[config.mk]
export PLATFORM = sky130hd
export DESIGN_NAME = vote_tally
export DESIGN_NICKNAME = d
export VERILOG_FILES = /design/src/rtl/vote_pkg.sv /design/src/rtl/sat_counter.sv /design/src/rtl/vote_tally.sv
export SDC_FILE = /design/constraint.sdc
export NUM_CORES = 1
export LEC_CHECK = 0
export CAP_MARGIN = 40
export CORE_ASPECT_RATIO = 0.5
export CORE_UTILIZATION = 55
export CTS_BUF_LIST = sky130_fd_sc_hd__clkbuf_8
export DETAILED_ROUTE_END_ITERATION = 10
export GPL_ROUTABILITY_DRIVEN = 0
export PLACE_DENSITY = 0.78
export SLEW_MARGIN = 20
export SYNTH_ARGS = -nofsm -noshare
export SYNTH_HDL_FRONTEND = slang
export SYNTH_HIERARCHICAL = 1
export SYNTH_SLANG_ARGS = --single-unit
[constraint.sdc]
create_clock -name clk -period 9.95 [get_ports clk]
set_input_delay 1.99 -clock clk [delete_from_list [all_inputs] [get_ports clk]]
set_output_delay 1.99 -clock clk [all_outputs]
set_load 0.03 [all_outputs]
[src/rtl/vote_pkg.sv]
// Shared definitions for the vote tally unit: FSM states, winner codes and
// the fixed ordering of the four vote lines.
package vote_pkg;

    typedef enum logic [1:0] {
        COLLECT = 2'd0,
        DECIDE  = 2'd1,
        DONE    = 2'd2
    } state_t;

    localparam logic [1:0] W_PS = 2'd0;
    localparam logic [1:0] W_PC = 2'd1;
    localparam logic [1:0] W_D  = 2'd2;
    localparam logic [1:0] W_B  = 2'd3;

    // Line index equals winner code, so the lowest index wins ties.
    localparam int N_LINES = 4;
    localparam int IDX_PS  = 0;
    localparam int IDX_PC  = 1;
    localparam int IDX_D   = 2;
    localparam int IDX_B   = 3;

endpackage

[src/rtl/sat_counter.sv]
// Saturating up-counter with synchronous clear; sat_hit flags an increment
// that was dropped because the count was already all-ones.
module sat_counter #(
    parameter int WIDTH = 8
) (
    input  logic             clk,
    input  logic             rst,
    input  logic             inc,
    input  logic             clr,
    output logic [WIDTH-1:0] count,
    output logic             sat_hit
);

    logic [WIDTH-1:0] count_q;
    logic [WIDTH-1:0] count_d;
    logic             at_max;

    assign at_max  = &count_q;
    assign sat_hit = inc && at_max;
    assign count   = count_q;

    always_comb begin
        count_d = count_q;
        if (clr) begin
            count_d = '0;
        end else if (inc && !at_max) begin
            count_d = count_q + 1'b1;
        end
    end

    always_ff @(posedge clk or posedge rst) begin
        if (rst) begin
            count_q <= '0;
        end else begin
            count_q <= count_d;
        end
    end

endmodule

[src/rtl/vote_tally.sv]
// Ballot tally: counts the four vote lines, blanks and total while collecting,
// then on close picks a winner/tie and holds the result until clear.
module vote_tally
    import vote_pkg::*;
#(
    parameter int CNT_W = 8
) (
    input  logic             clk,
    input  logic             rst,
    input  logic             in_valid,
    output logic             in_ready,
    input  logic             volps,
    input  logic             volpc,
    input  logic             vold,
    input  logic             volb,
    input  logic             close,
    input  logic             clear,
    output logic [CNT_W-1:0] cnt_ps,
    output logic [CNT_W-1:0] cnt_pc,
    output logic [CNT_W-1:0] cnt_d,
    output logic [CNT_W-1:0] cnt_b,
    output logic [CNT_W-1:0] cnt_blank,
    output logic [CNT_W+1:0] total,
    output logic             result_valid,
    output logic [1:0]       winner,
    output logic             tie,
    output logic             overflow
);

    state_t               state_q;
    logic [1:0]           winner_q;
    logic                 tie_q;
    logic                 rv_q;
    logic                 ovf_q;
    logic                 ovf_d;

    logic                 accept;
    logic [N_LINES-1:0]   lines;
    logic [N_LINES-1:0]   line_inc;
    logic [CNT_W-1:0]     line_cnt [N_LINES];
    logic [N_LINES+1:0]   sat_hits;

    logic [CNT_W-1:0]     max_c;
    logic [1:0]           win_c;
    logic [2:0]           holders_c;
    logic                 tie_c;

    assign in_ready = (state_q == COLLECT);
    // A clear in the same cycle drops the ballot.
    assign accept   = in_valid && in_ready && !clear;

    always_comb begin
        lines         = '0;
        lines[IDX_PS] = volps;
        lines[IDX_PC] = volpc;
        lines[IDX_D]  = vold;
        lines[IDX_B]  = volb;
    end

    assign line_inc = accept ? lines : '0;

    for (genvar g = 0; g < N_LINES; g++) begin : g_line
        sat_counter #(.WIDTH(CNT_W)) u_line (
            .clk     (clk),
            .rst     (rst),
            .inc     (line_inc[g]),
            .clr     (clear),
            .count   (line_cnt[g]),
            .sat_hit (sat_hits[g])
        );
    end

    sat_counter #(.WIDTH(CNT_W)) u_blank (
        .clk     (clk),
        .rst     (rst),
        .inc     (accept && (lines == '0)),
        .clr     (clear),
        .count   (cnt_blank),
        .sat_hit (sat_hits[N_LINES])
    );

    sat_counter #(.WIDTH(CNT_W + 2)) u_total (
        .clk     (clk),
        .rst     (rst),
        .inc     (accept),
        .clr     (clear),
        .count   (total),
        .sat_hit (sat_hits[N_LINES+1])
    );

    assign cnt_ps = line_cnt[IDX_PS];
    assign cnt_pc = line_cnt[IDX_PC];
    assign cnt_d  = line_cnt[IDX_D];
    assign cnt_b  = line_cnt[IDX_B];

    // Strict '>' keeps the lowest index when several lines share the maximum.
    always_comb begin
        max_c     = line_cnt[0];
        win_c     = W_PS;
        holders_c = '0;
        for (int i = 1; i < N_LINES; i++) begin
            if (line_cnt[i] > max_c) begin
                max_c = line_cnt[i];
                win_c = 2'(i);
            end
        end
        for (int i = 0; i < N_LINES; i++) begin
            if (line_cnt[i] == max_c) begin
                holders_c = holders_c + 3'd1;
            end
        end
        tie_c = (holders_c > 3'd1);
    end

    always_ff @(posedge clk or posedge rst) begin
        if (rst) begin
            state_q  <= COLLECT;
            winner_q <= W_PS;
            tie_q    <= 1'b0;
            rv_q     <= 1'b0;
        end else if (clear) begin
            state_q  <= COLLECT;
            winner_q <= W_PS;
            tie_q    <= 1'b0;
            rv_q     <= 1'b0;
        end else begin
            case (state_q)
                COLLECT: begin
                    if (close) begin
                        state_q <= DECIDE;
                    end
                end
                DECIDE: begin
                    winner_q <= win_c;
                    tie_q    <= tie_c;
                    rv_q     <= 1'b1;
                    state_q  <= DONE;
                end
                DONE: begin
                    state_q <= DONE;
                end
                default: begin
                    state_q <= COLLECT;
                end
            endcase
        end
    end

    assign ovf_d = clear ? 1'b0 : (ovf_q || (|sat_hits));

    always_ff @(posedge clk or posedge rst) begin
        if (rst) begin
            ovf_q <= 1'b0;
        end else begin
            ovf_q <= ovf_d;
        end
    end

    assign result_valid = rv_q;
    assign winner       = winner_q;
    assign tie          = tie_q;
    assign overflow     = ovf_q;

endmodule

Word-level counts from Yosys, hierarchy flattened. Index checks and enable logic that the tools add are counted.

Register bits: 57. Bits in latches: 0. Memory bits (writable): 0. Memory bits (read-only): 0. Input bits: 9. Output and inout bits: 56. Logic and storage cells: 104. Memories kept: 0.

$add $sub $neg: 9. Multiply operators: 0. Div/mod/pow operators: 0. $lt $le $gt $ge: 4. Eq/ne operators: 7. Shift-type cells: 0. Muxes and demuxes: 33. Bitwise logic cells: 0. Reduce and logical (&&, ||, !) cells: 40.

Operators by type and width (number): $mux W8 (13); $add A8 B1 Y8 const B (5); $reduce_and A8 Y1 (5); $eq A8 B8 Y1 (4); $gt A8 B8 Y1 (3); $mux W10 (2); $logic_and A1 B1 Y1 (15); $reduce_bool A2 Y1 (7); $mux W2 (6); $add A10 B1 Y10 const B (1); $reduce_and A10 Y1 (1); $add A3 B1 Y3 const B (3); $mux W3 (3); $logic_not A1 Y1 (7); $mux W1 (7); $reduce_or A6 Y1 (1); $logic_not A4 Y1 (1); $mux W4 (1); $pmux W2 S2 (1); $gt A3 B1 Y1 const B (1); $ne A3 B1 Y1 const B (1); $eq A2 B1 Y1 const B (1); $eq A2 B2 Y1 const B (1); $logic_not A2 Y1 (1); 2 further kinds (2).

Longest topological paths before layout. Gate-level depths: netlist of run 1.

Depth after elaboration: 17. Mapped depth: 38. Mapped depth without buffers: 32.

By module. The synthesis of run 1 kept the hierarchy.

Modules (own cells, without submodules): sat_counter at g_line[0].u_line ... (instances 5, cells each 49, area each 494.2 um^2, sequential area each 200.2 um^2); vote_tally (instances 1, cells each 311, area each 2282.2 um^2, sequential area each 175.2 um^2); sat_counter at u_total (instances 1, cells each 59, area each 564.3 um^2, sequential area each 250.2 um^2).

Least setup slack after synthesis of run 1. OpenSTA, ideal clock, no wires.

Path kind: register -> register. Start: register g_line[0].u_line.count_q[3]. End: register tie_q (netlist: tie). Library setup time: 67 ps. Data arrival time: 7121 ps. Data required time: 9883 ps. Slack: 2762 ps. Stages on the path, launching flop included: 36. Path buffers: 5. Clock period less this slack: 7188 ps. Path through: dfrtp_1 -> inv_1 -> ha_1 -> nand4_2 -> or3_1 -> buf_6 -> nand2_2 -> buf_6 -> nand3_1 -> and2_2 -> ha_1 -> a211oi_2 -> o2111a_1 -> buf_4 -> or2_2 -> clkbuf_4 -> buf_6 -> a31oi_1 -> inv_1 -> ha_1 -> nor2b_1 -> o21a_1 -> o21a_1 -> o21a_1 -> nor2_1 -> mux2_2 -> xnor2_1 -> nor2_1 -> and4_1 -> ha_1 -> xnor2_1 -> ha_1 -> and2b_1 -> mux2_2 -> a2111oi_2 -> a311o_1.

Word-level cells in the longest chain between the ends: 17. Elaborated cells between the ends (all ways): 20. Classes of those cells: add/sub (3); order compare (4); eq/ne (4); mux (9).

Ends and longest elaborated chain: from (decl) (RTL line sat_counter.sv:14) `logic [WIDTH-1:0] count_q;`; from (signal assigned) (RTL line sat_counter.sv:35) `count_q <= count_d;`; $gt A8 B8 Y1 (RTL line vote_tally.sv:102) `if (line_cnt[i] > max_c) begin`; $mux W8 (RTL line vote_tally.sv:102); $gt A8 B8 Y1 (RTL line vote_tally.sv:102); $mux W8 (RTL line vote_tally.sv:102); $gt A8 B8 Y1 (RTL line vote_tally.sv:102); $mux W8 (RTL line vote_tally.sv:102); $eq A8 B8 Y1 (RTL line vote_tally.sv:108) `if (line_cnt[i] == max_c) begin`; $mux W1 (RTL line vote_tally.sv:108); $add A3 B1 Y3 (RTL line vote_tally.sv:109) `holders_c = holders_c + 3'd1;`; $mux W3 (RTL line vote_tally.sv:108); $add A3 B1 Y3 (RTL line vote_tally.sv:109); $mux W3 (RTL line vote_tally.sv:108); $add A3 B1 Y3 (RTL line vote_tally.sv:109); $mux W3 * (RTL line vote_tally.sv:108); $gt A3 B1 Y1 * (RTL line vote_tally.sv:112) `tie_c = (holders_c > 3'd1);`; $mux W1 * (RTL line vote_tally.sv:127) `case (state_q)`; $mux W1 * (RTL line vote_tally.sv:121) `end else if (clear) begin`; to (signal assigned) (RTL line vote_tally.sv:135) `tie_q <= tie_c;`; to (decl) (RTL line vote_tally.sv:32) `logic tie_q;`.

Mark *: on every way between the ends. The rest lies on a longest branch, timed or not. The select of a mux whose other input is x is not followed. A chain may end at the register's enable or synchronous reset.

Final worst setup path of run 1.
Start: register g_line[0].u_line.count_q[1]. End: register tie_q (netlist: tie).

Same word-level chain as after synthesis.

==> results_tabular.tex, run 1 <==
\begin{tabular}{lr}
\hline
Metric & Value \\
\hline
\multicolumn{2}{l}{\textbf{Die}} \\
\quad Vertical die dimension & 71.5 µm \\
\quad Area of the placeable core & 9040 µm² \\
\quad Core Rows & 24 \\
\quad Die Span X & 141 µm \\
\quad Effective utilization at floorplan & 58.8\% \\
\quad \# IOs & 65 \\
\quad Die Area & 10100 µm² \\
\multicolumn{2}{l}{\textbf{STA}} \\
\quad RSZ-0062 raised after global routing & false \\
\quad Number of endpoints failing setup at the final stage & 0 \\
\quad Period Utilization, post-route & 82.1\% \\
\quad Number of pins exceeding their max-slew limit in the final report & 0 \\
\quad Maximum clock frequency & 122 MHz \\
\quad Final worst clock skew & 0.00699 ns \\
\quad Final Critical Period & 8.17 ns \\
\quad Max\_slew headroom & 47.0\% \\
\quad Total Negative Setup Slacks & 0 ns \\
\quad Pin slew with the least headroom to its limit & 0.788 ns \\
\quad Number of hold-slack violations in the final timing report & 0 \\
\multicolumn{2}{l}{\textbf{Logic synthesis}} \\
\quad Top FF cell, synth & sky130\_fd\_sc\_hd\_\_dfrtp\_1 \\
\quad Number of enable-type register cells in the synthesized netlist & 0 \\
\quad Synth top area share & 26.8\% \\
\quad Post-Synthesis Net Count & 660 \\
\quad Biggest area consumer among synthesized cells & sky130\_fd\_sc\_hd\_\_dfrtp\_1 \\
\quad Seq/Total Area, Yosys & 26.8\% \\
\quad Number of unique standard cell types used by synthesis & 70 \\
\quad Average footprint of a synthesized cell & 8.65 µm² \\
\quad Most common cell in the netlist & sky130\_fd\_sc\_hd\_\_dfrtp\_1 \\
\quad Most numerous cell types in the synthesized netlist & sky130\_fd\_sc\_hd\_\_dfrtp\_1, sky130\_fd\_sc\_hd\_\_a21oi\_1, sky130\_fd\_sc\_hd\_\_inv\_1, sky130\_fd\_sc\_hd\_\_nor2\_1, sky130\_fd\_sc\_hd\_\_ha\_1 \\
\quad Number of warnings reported in the yosys synthesis log & 6 \\
\quad Cell area after synthesis & 5320 µm² \\
\quad Share of synthesized registers carrying an async set or reset & 100\% \\
\quad Count of state elements after synthesis & 57 \\
\quad Top cells by area in the synthesized netlist & sky130\_fd\_sc\_hd\_\_dfrtp\_1, sky130\_fd\_sc\_hd\_\_ha\_1, sky130\_fd\_sc\_hd\_\_a21oi\_1 \\
\quad Cells after Synth & 615 \\
\multicolumn{2}{l}{\textbf{Flow run}} \\
\quad Reported max-cap violation count & 0 \\
\multicolumn{2}{l}{\textbf{Clock network}} \\
\quad Cells resized by post-CTS repair & 0 \\
\quad Clock latency on the worst-skew pair & 0.36 ns \\
\quad Number of clock sinks & 57 \\
\quad Clock tree root buffer cell & sky130\_fd\_sc\_hd\_\_clkbuf\_8 \\
\quad Clock buffers created by TritonCTS & 9 \\
\quad Cts hold-fix bufs & 0 \\
\quad Clock transition at the register clock pins on the worst setup and hold paths after CTS & 0.07 ns \\
\quad TritonCTS clock tree & built \\
\quad H-Tree Level Count & 3 \\
\quad Post-CTS setup repair buffer count & 0 \\
\quad Bufs on Longest Clock Path & 2 \\
\multicolumn{2}{l}{\textbf{Global routing}} \\
\quad GRT Total Usage & 30.5\% \\
\quad Number of global-route vias before repair & 4677 \\
\quad Global-route wire length before repair & 23.7 mm \\
\quad Pin count of the biggest net entering global routing & 67 \\
\quad Number of antenna violations at the first check in global routing & 0 \\
\quad GRT overflow & 0 \\
\multicolumn{2}{l}{\textbf{Power}} \\
\quad Total power divided by cell area & 169 nW/µm² \\
\quad Max VDD drop & 0.111 mV \\
\quad Pleak & 2.49 nW \\
\multicolumn{2}{l}{\textbf{Cells and area}} \\
\quad Signed area change from the synthesized netlist to the final layout & 15.6\% \\
\quad Post-layout net count & 712 \\
\quad Antenna Cells & 0 \\
\quad Final core utilization & 68.0\% \\
\quad Layout cell share with drive strength beyond 1 & 10.6\% \\
\multicolumn{2}{l}{\textbf{Placement}} \\
\quad Hpwl dp & 10.3 mm \\
\quad Port Buffer Count & 64 \\
\multicolumn{2}{l}{\textbf{Critical path}} \\
\quad Most common cell on crit path & sky130\_fd\_sc\_hd\_\_ha\_1 \\
\quad Top fanout value on the critical path & 16 \\
\quad Critical path class & flop to flop \\
\quad Worst setup SP type & flop \\
\quad Cell family with the largest share of critical-path delay & compound AO/OA/AOI/OAI gates \\
\quad Critical Path Slowest Stage Cell & sky130\_fd\_sc\_hd\_\_dfrtp\_1 \\
\quad Highest cell delay on the worst timing path & 0.61 ns \\
\quad Capturing element type of the critical path & flop \\
\quad Worst Path Required & 10.25 ns \\
\quad Number of buffers and inverters on the critical path & 2 \\
\quad CP Data Arrival Time & 8.47 ns \\
\multicolumn{2}{l}{\textbf{Detailed routing}} \\
\quad Total Routed Length & 14.5 mm \\
\quad Average wire per cell in the routed design & 18.1 µm \\
\quad Via Count & 5005 \\
\quad Via/cell ratio & 6.25 \\
\quad Drt first-iter violations & 482 \\
\quad Detailed-route DRC error count & 0 \\
\quad First-pass DRT Iterations & 5 \\
\quad Antenna-violating nets left & 0 \\
\multicolumn{2}{l}{\textbf{Hold path}} \\
\quad Worst hold path class & flop to flop \\
\multicolumn{2}{l}{\textbf{Status}} \\
\quad Run status & finished clean \\
\hline
\end{tabular}
==> layout make-up <==
type                    instances  area [µm²]
clock inverters                 6        83.8
flip-flops and latches         57        1430
multi-input cells             494        3560
well taps                     130         163
clock buffers                   9         124
fillers                       757        2890
inverters                      40         150
repair buffers                 65         643
==> kinds of logic after synthesis <==
family	after synthesis	share of synthesized area, %
buffers and inverters	64	6.26
AND/OR/NAND/NOR	238	25.4
multiplexers	21	4.94
adder cells (fa/ha/maj)	36	8.47
XOR/XNOR	34	5.60
AO/OA/AOI/OAI	165	22.5
flip-flops	57	26.8
==> tightest hold or removal path: cells and delay by family, from the launching register on <==
kind             cells  cell delay, ns
flip-flops           1            0.34
AND/OR/NAND/NOR      2            0.12
==> power by group <==
group | switching [mW] | internal, mW
combinational | 0.298 | 0.236
clock | 0.105 | 0.139
sequential | 0.0149 | 0.244
==> per-layer routing <==
metal | vias to the layer above | global-route usage [%] | routed length [µm]
li1 | 2393 | - | -
met1 | 2384 | 41.3 | 6740
met4 | 0 | 10.7 | 411
met2 | 187 | 47.7 | 6280
met5 | - | 0 | 0
met3 | 41 | 7.82 | 1090
==> state kept, by name, indices dropped and copies added, names as in the netlist <==
register,count
u_total/count,10
result_valid,1
state_q,2
u_blank/count,8
winner,2
tie,1
g_line.u_line/count,32
overflow,1
==> stage by stage <==
stage / power (mW) / hold WS (ns) / std cells / setup slack [ns] / area [µm²]
after floorplan: 0.693 / 0.486 / 615 / 2.76 / 5320
after global placement: 0.774 / 0.480 / 786 / 2.15 / 5940
after detailed placement: 0.791 / 0.489 / 786 / 1.98 / 5940
after CTS: 1.04 / 0.505 / 801 / 1.92 / 6150
after global routing: 1.11 / 0.535 / 801 / 1.41 / 6150
final: 1.04 / 0.496 / 801 / 1.78 / 6150
==> path summary, 6_finish.rpt <==
check                                          startpoint               end  slack, ns  cells after the start
worst max-delay path            g_line[0].u_line/count[1]               tie       1.78                     30
min in group asynchronous                             rst      result_valid       2.22                      2
max in group asynchronous                             rst  u_total/count[0]       7.39                      2
worst min-delay path                         result_valid      result_valid       0.50                      2
worst min register to register               result_valid      result_valid       0.50                      2
worst max register to register  g_line[0].u_line/count[1]               tie       1.78                     30
==> cell usage in the layout (no fill, tap or decap), types with 6 or more instances in the layout <==
cell type	n
sky130_fd_sc_hd__o21ai_0	6
sky130_fd_sc_hd__mux2_4	10
sky130_fd_sc_hd__a21oi_1	49
sky130_fd_sc_hd__nand3_1	25
sky130_fd_sc_hd__nor2_1	40
sky130_fd_sc_hd__nand2b_1	7
sky130_fd_sc_hd__a311oi_1	10
sky130_fd_sc_hd__and3_4	6
sky130_fd_sc_hd__ha_1	36
sky130_fd_sc_hd__nand4_1	23
sky130_fd_sc_hd__clkdlybuf4s50_1	63
sky130_fd_sc_hd__o21ai_1	7
sky130_fd_sc_hd__mux2i_1	9
sky130_fd_sc_hd__xor2_1	7
sky130_fd_sc_hd__and3_2	10
sky130_fd_sc_hd__nand2_1	35
sky130_fd_sc_hd__inv_1	40
sky130_fd_sc_hd__xnor2_1	27
sky130_fd_sc_hd__a31oi_1	16
sky130_fd_sc_hd__dfrtp_1	57
sky130_fd_sc_hd__and4_1	15
sky130_fd_sc_hd__or3_1	8
sky130_fd_sc_hd__clkbuf_8	9
sky130_fd_sc_hd__and2_1	11
sky130_fd_sc_hd__nor2b_1	14
sky130_fd_sc_hd__a211oi_1	13
sky130_fd_sc_hd__nor3_1	22
Note: power is estimated with default switching activity, not from simulation.
==> inputs of run 2 (changes only) <==
- clock period: 9.95 -> 7.7 ns (I/O delays scaled with it)
==> results_tabular.tex, run 2 (synthesized netlist as in run 1, its figures left out) <==
\begin{tabular}{lr}
\hline
Metric & Value \\
\hline
\multicolumn{2}{l}{\textbf{Cells and area}} \\
\quad Layout cell share with drive strength beyond 1 & 13.7\% (+3.1 points) \\
\quad Commonest cells after routing, fill and taps aside & sky130\_fd\_sc\_hd\_\_clkdlybuf4s50\_1, sky130\_fd\_sc\_hd\_\_dfrtp\_1, sky130\_fd\_sc\_hd\_\_a21oi\_1, sky130\_fd\_sc\_hd\_\_inv\_1, sky130\_fd\_sc\_hd\_\_nor2\_1 \\
\quad Post-layout net count & 728 (+2.2\%) \\
\quad Leading cell type in the layout, fill and taps excluded & sky130\_fd\_sc\_hd\_\_clkdlybuf4s50\_1 \\
\quad Largest register FFs & 32 (unchanged) \\
\quad Antenna Cells & 0 (unchanged) \\
\quad Signed area change from the synthesized netlist to the final layout & 18.0\% \\
\multicolumn{2}{l}{\textbf{Detailed routing}} \\
\quad First-pass DRT Iterations & 6 (+1) \\
\quad M1 wire length & 6.50 mm (-3.6\%) \\
\quad Highest routing layer actually used & met4 \\
\quad Via/cell ratio & 6.28 (+0.43\%) \\
\quad Drt first-iter violations & 384 (-20\%) \\
\quad Via Count & 5133 (+2.6\%) \\
\quad Antenna-violating nets left & 0 (unchanged) \\
\quad Met2 wire length & 6.47 mm (+3.0\%) \\
\quad Detailed-route DRC error count & 0 (unchanged) \\
\quad Met3 wire length & 1.22 mm (+12\%) \\
\quad Average wire per cell in the routed design & 18.0 µm (-0.63\%) \\
\quad Total Routed Length & 14.7 mm (+1.5\%) \\
\multicolumn{2}{l}{\textbf{STA}} \\
\quad RSZ-0062 raised after global routing & false \\
\quad Number of endpoints failing setup at the final stage & 0 (unchanged) \\
\quad Pin slew with the least headroom to its limit & 0.753 ns (-0.0356 ns) \\
\quad Post-route worst setup slack & 0.394 ns (-1.39 ns) \\
\quad Maximum clock frequency & 137 MHz (+12\%) \\
\quad Number of pins exceeding their max-slew limit in the final report & 0 (unchanged) \\
\quad Max\_slew headroom & 49.4\% (+2.4 points) \\
\quad Final Critical Period & 7.31 ns (-0.864 ns) \\
\quad Final worst clock skew & 0.0114 ns (+0.00437 ns) \\
\quad Period Utilization, post-route & 94.9\% (+13 points) \\
\quad Total Negative Setup Slacks & 0 ns (unchanged) \\
\quad Number of hold-slack violations in the final timing report & 0 (unchanged) \\
\multicolumn{2}{l}{\textbf{Placement}} \\
\quad Port Buffer Count & 64 (unchanged) \\
\quad Hpwl dp & 10.5 mm (+2.4\%) \\
\quad Worst setup timing slack at the placement stage & 0.267 ns (-1.71 ns) \\
\multicolumn{2}{l}{\textbf{Power}} \\
\quad Total power divided by cell area & 207 nW/µm² (+23\%) \\
\quad Combinational Power Share & 54.7\% (+3.3 points) \\
\quad NetSw & 0.545 mW (+30\%) \\
\quad Fraction of power spent switching nets & 41.9\% (+1.6 points) \\
\quad Internal power & 0.756 mW (+22\%) \\
\quad Pleak & 2.58 nW (+3.5\%) \\
\quad Max VDD drop & 0.152 mV (+37\%) \\
\quad Sequential fraction of design power & 25.4\% (+0.4 points) \\
\quad Part of the total power dissipated in the clock network & 19.9\% (-3.6 points) \\
\multicolumn{2}{l}{\textbf{Critical path}} \\
\quad Capturing element type of the critical path & flop \\
\quad Critical path class & flop to flop \\
\quad Worst Path Required & 7.98 ns (-2.27 ns) \\
\quad Critical Path Slowest Stage Cell & sky130\_fd\_sc\_hd\_\_dfrtp\_1 \\
\quad Top fanout value on the critical path & 16 (unchanged) \\
\quad CP Data Arrival Time & 7.59 ns (-0.88 ns) \\
\quad Startpoint of the lowest-slack register-to-register path & g\_line[1].u\_line/count[1] \\
\quad Most common cell on crit path & sky130\_fd\_sc\_hd\_\_ha\_1 \\
\quad Highest cell delay on the worst timing path & 0.53 ns (-0.08 ns) \\
\quad Worst setup path startpoint & g\_line[1].u\_line/count[1] \\
\quad Worst setup SP type & flop \\
\multicolumn{2}{l}{\textbf{Hold path}} \\
\quad Worst Hold Launch & result\_valid \\
\quad Worst hold path class & flop to flop \\
\multicolumn{2}{l}{\textbf{Clock network}} \\
\quad Clock latency on the worst-skew pair & 0.35 ns (about the same) \\
\quad Cts hold-fix bufs & 0 (unchanged) \\
\quad Number of clock sinks & 57 (unchanged) \\
\quad Bufs on Longest Clock Path & 2 (unchanged) \\
\quad Clock transition at the register clock pins on the worst setup and hold paths after CTS & 0.07 ns (about the same) \\
\quad TritonCTS clock tree & built \\
\quad Clock buffers created by TritonCTS & 9 (unchanged) \\
\quad Post-CTS setup repair buffer count & 0 (unchanged) \\
\quad Clock tree root buffer cell & sky130\_fd\_sc\_hd\_\_clkbuf\_8 \\
\quad H-Tree Level Count & 3 (unchanged) \\
\multicolumn{2}{l}{\textbf{Global routing}} \\
\quad GRT Total Usage & 30.7\% (+0.15 points) \\
\quad GRT overflow & 0 (unchanged) \\
\quad Global-route wire length before repair & 23.8 mm (about the same) \\
\quad Number of global-route vias before repair & 4756 (+1.7\%) \\
\quad Pin count of the biggest net entering global routing & 67 (unchanged) \\
\quad Number of antenna violations at the first check in global routing & 0 (unchanged) \\
\multicolumn{2}{l}{\textbf{Die}} \\
\quad Die Span X & 141 µm (unchanged) \\
\quad Vertical die dimension & 71.5 µm (unchanged) \\
\quad Area of the placeable core & 9040 µm² (unchanged) \\
\quad \# IOs & 65 (unchanged) \\
\quad Effective utilization at floorplan & 58.8\% (unchanged) \\
\quad Die Area & 10100 µm² (unchanged) \\
\quad Core Rows & 24 (unchanged) \\
\multicolumn{2}{l}{\textbf{Flow run}} \\
\quad Reported max-cap violation count & 0 (unchanged) \\
\multicolumn{2}{l}{\textbf{Status}} \\
\quad Run status & finished clean \\
\hline
\end{tabular}
==> run 2: cell types whose count changed in the layout (fill, tap and decap cells not counted), sizes merged <==
cell / delta
bufinv: -2
inv: +1
buf: +16
clkinvlp: +1
clkbuf: +1
==> run 2: power groups by stage <==
stage	sequential [mW]	clock, mW	combinational (mW)
global route	0.334	0.277	0.787
global placement	0.335	0	0.672
CTS	0.330	0.266	0.693
finish	0.331	0.258	0.712
floorplan	0.358	0	0.537
detailed placement	0.336	0	0.689
==> run 2: metrics by stage <==
| stage | std cells | utilization (%) | cell area [µm²] | hold slack [ns] | power (mW) |
|---|---|---|---|---|---|
| 2_1_floorplan | 615 | - | 5320 | 0.486 | 0.895 |
| 3_5_place_dp | 802 | 67.1 | 6060 | 0.493 | 1.02 |
| 5_1_grt | 818 | 69.4 | 6270 | 0.551 | 1.40 |
| 3_3_place_gp | 802 | 67.1 | 6060 | 0.482 | 1.01 |
| 6_report | 818 | 69.4 | 6270 | 0.507 | 1.30 |
| 4_1_cts | 818 | 69.0 | 6230 | 0.510 | 1.29 |
==> run 2: worst paths after layout <==
path / slack, ns / end / depth (start not counted)
max in group asynchronous: 5.52 / u_total/count[0] / 2
min in group asynchronous: 1.82 / overflow / 2
worst min-delay path: 0.51 / result_valid / 2
worst max-delay path: 0.39 / tie / 30
worst max register to register: 0.39 / tie / 30
worst min register to register: 0.51 / result_valid / 2
==> run 2: critical path: cells and delay by family, from the launching register on <==
kind	cells	cell delay (ns)
multiplexers	1	0.27
XOR/XNOR	2	0.30
AND/OR/NAND/NOR	9	1.87
AO/OA/AOI/OAI	11	2.53
adder cells (fa/ha/maj)	5	1.42
buffers and inverters	2	0.29
flip-flops	1	0.53
==> run 2: area by class of cell <==
class / count / area [µm²]
clock inverter: 6 / 35.0
timing repair buffer: 81 / 763
sequential: 57 / 1430
fill: 748 / 2770
clock buffer: 10 / 138
inverter: 40 / 150
multi-input combinational: 494 / 3600
tap: 130 / 163
==> run 2: routing by layer <==
metal,up-vias,track usage [%]
met4,0,13.8
met3,53,7.02
met5,-,0
li1,2443,-
met2,242,48.6
met1,2395,40.5
==> run 2: timing repair <==
action                                  CTS  global route
endpoints found under the setup margin    0             1
resized for setup                         0             8
hold endpoints to repair                  0             0
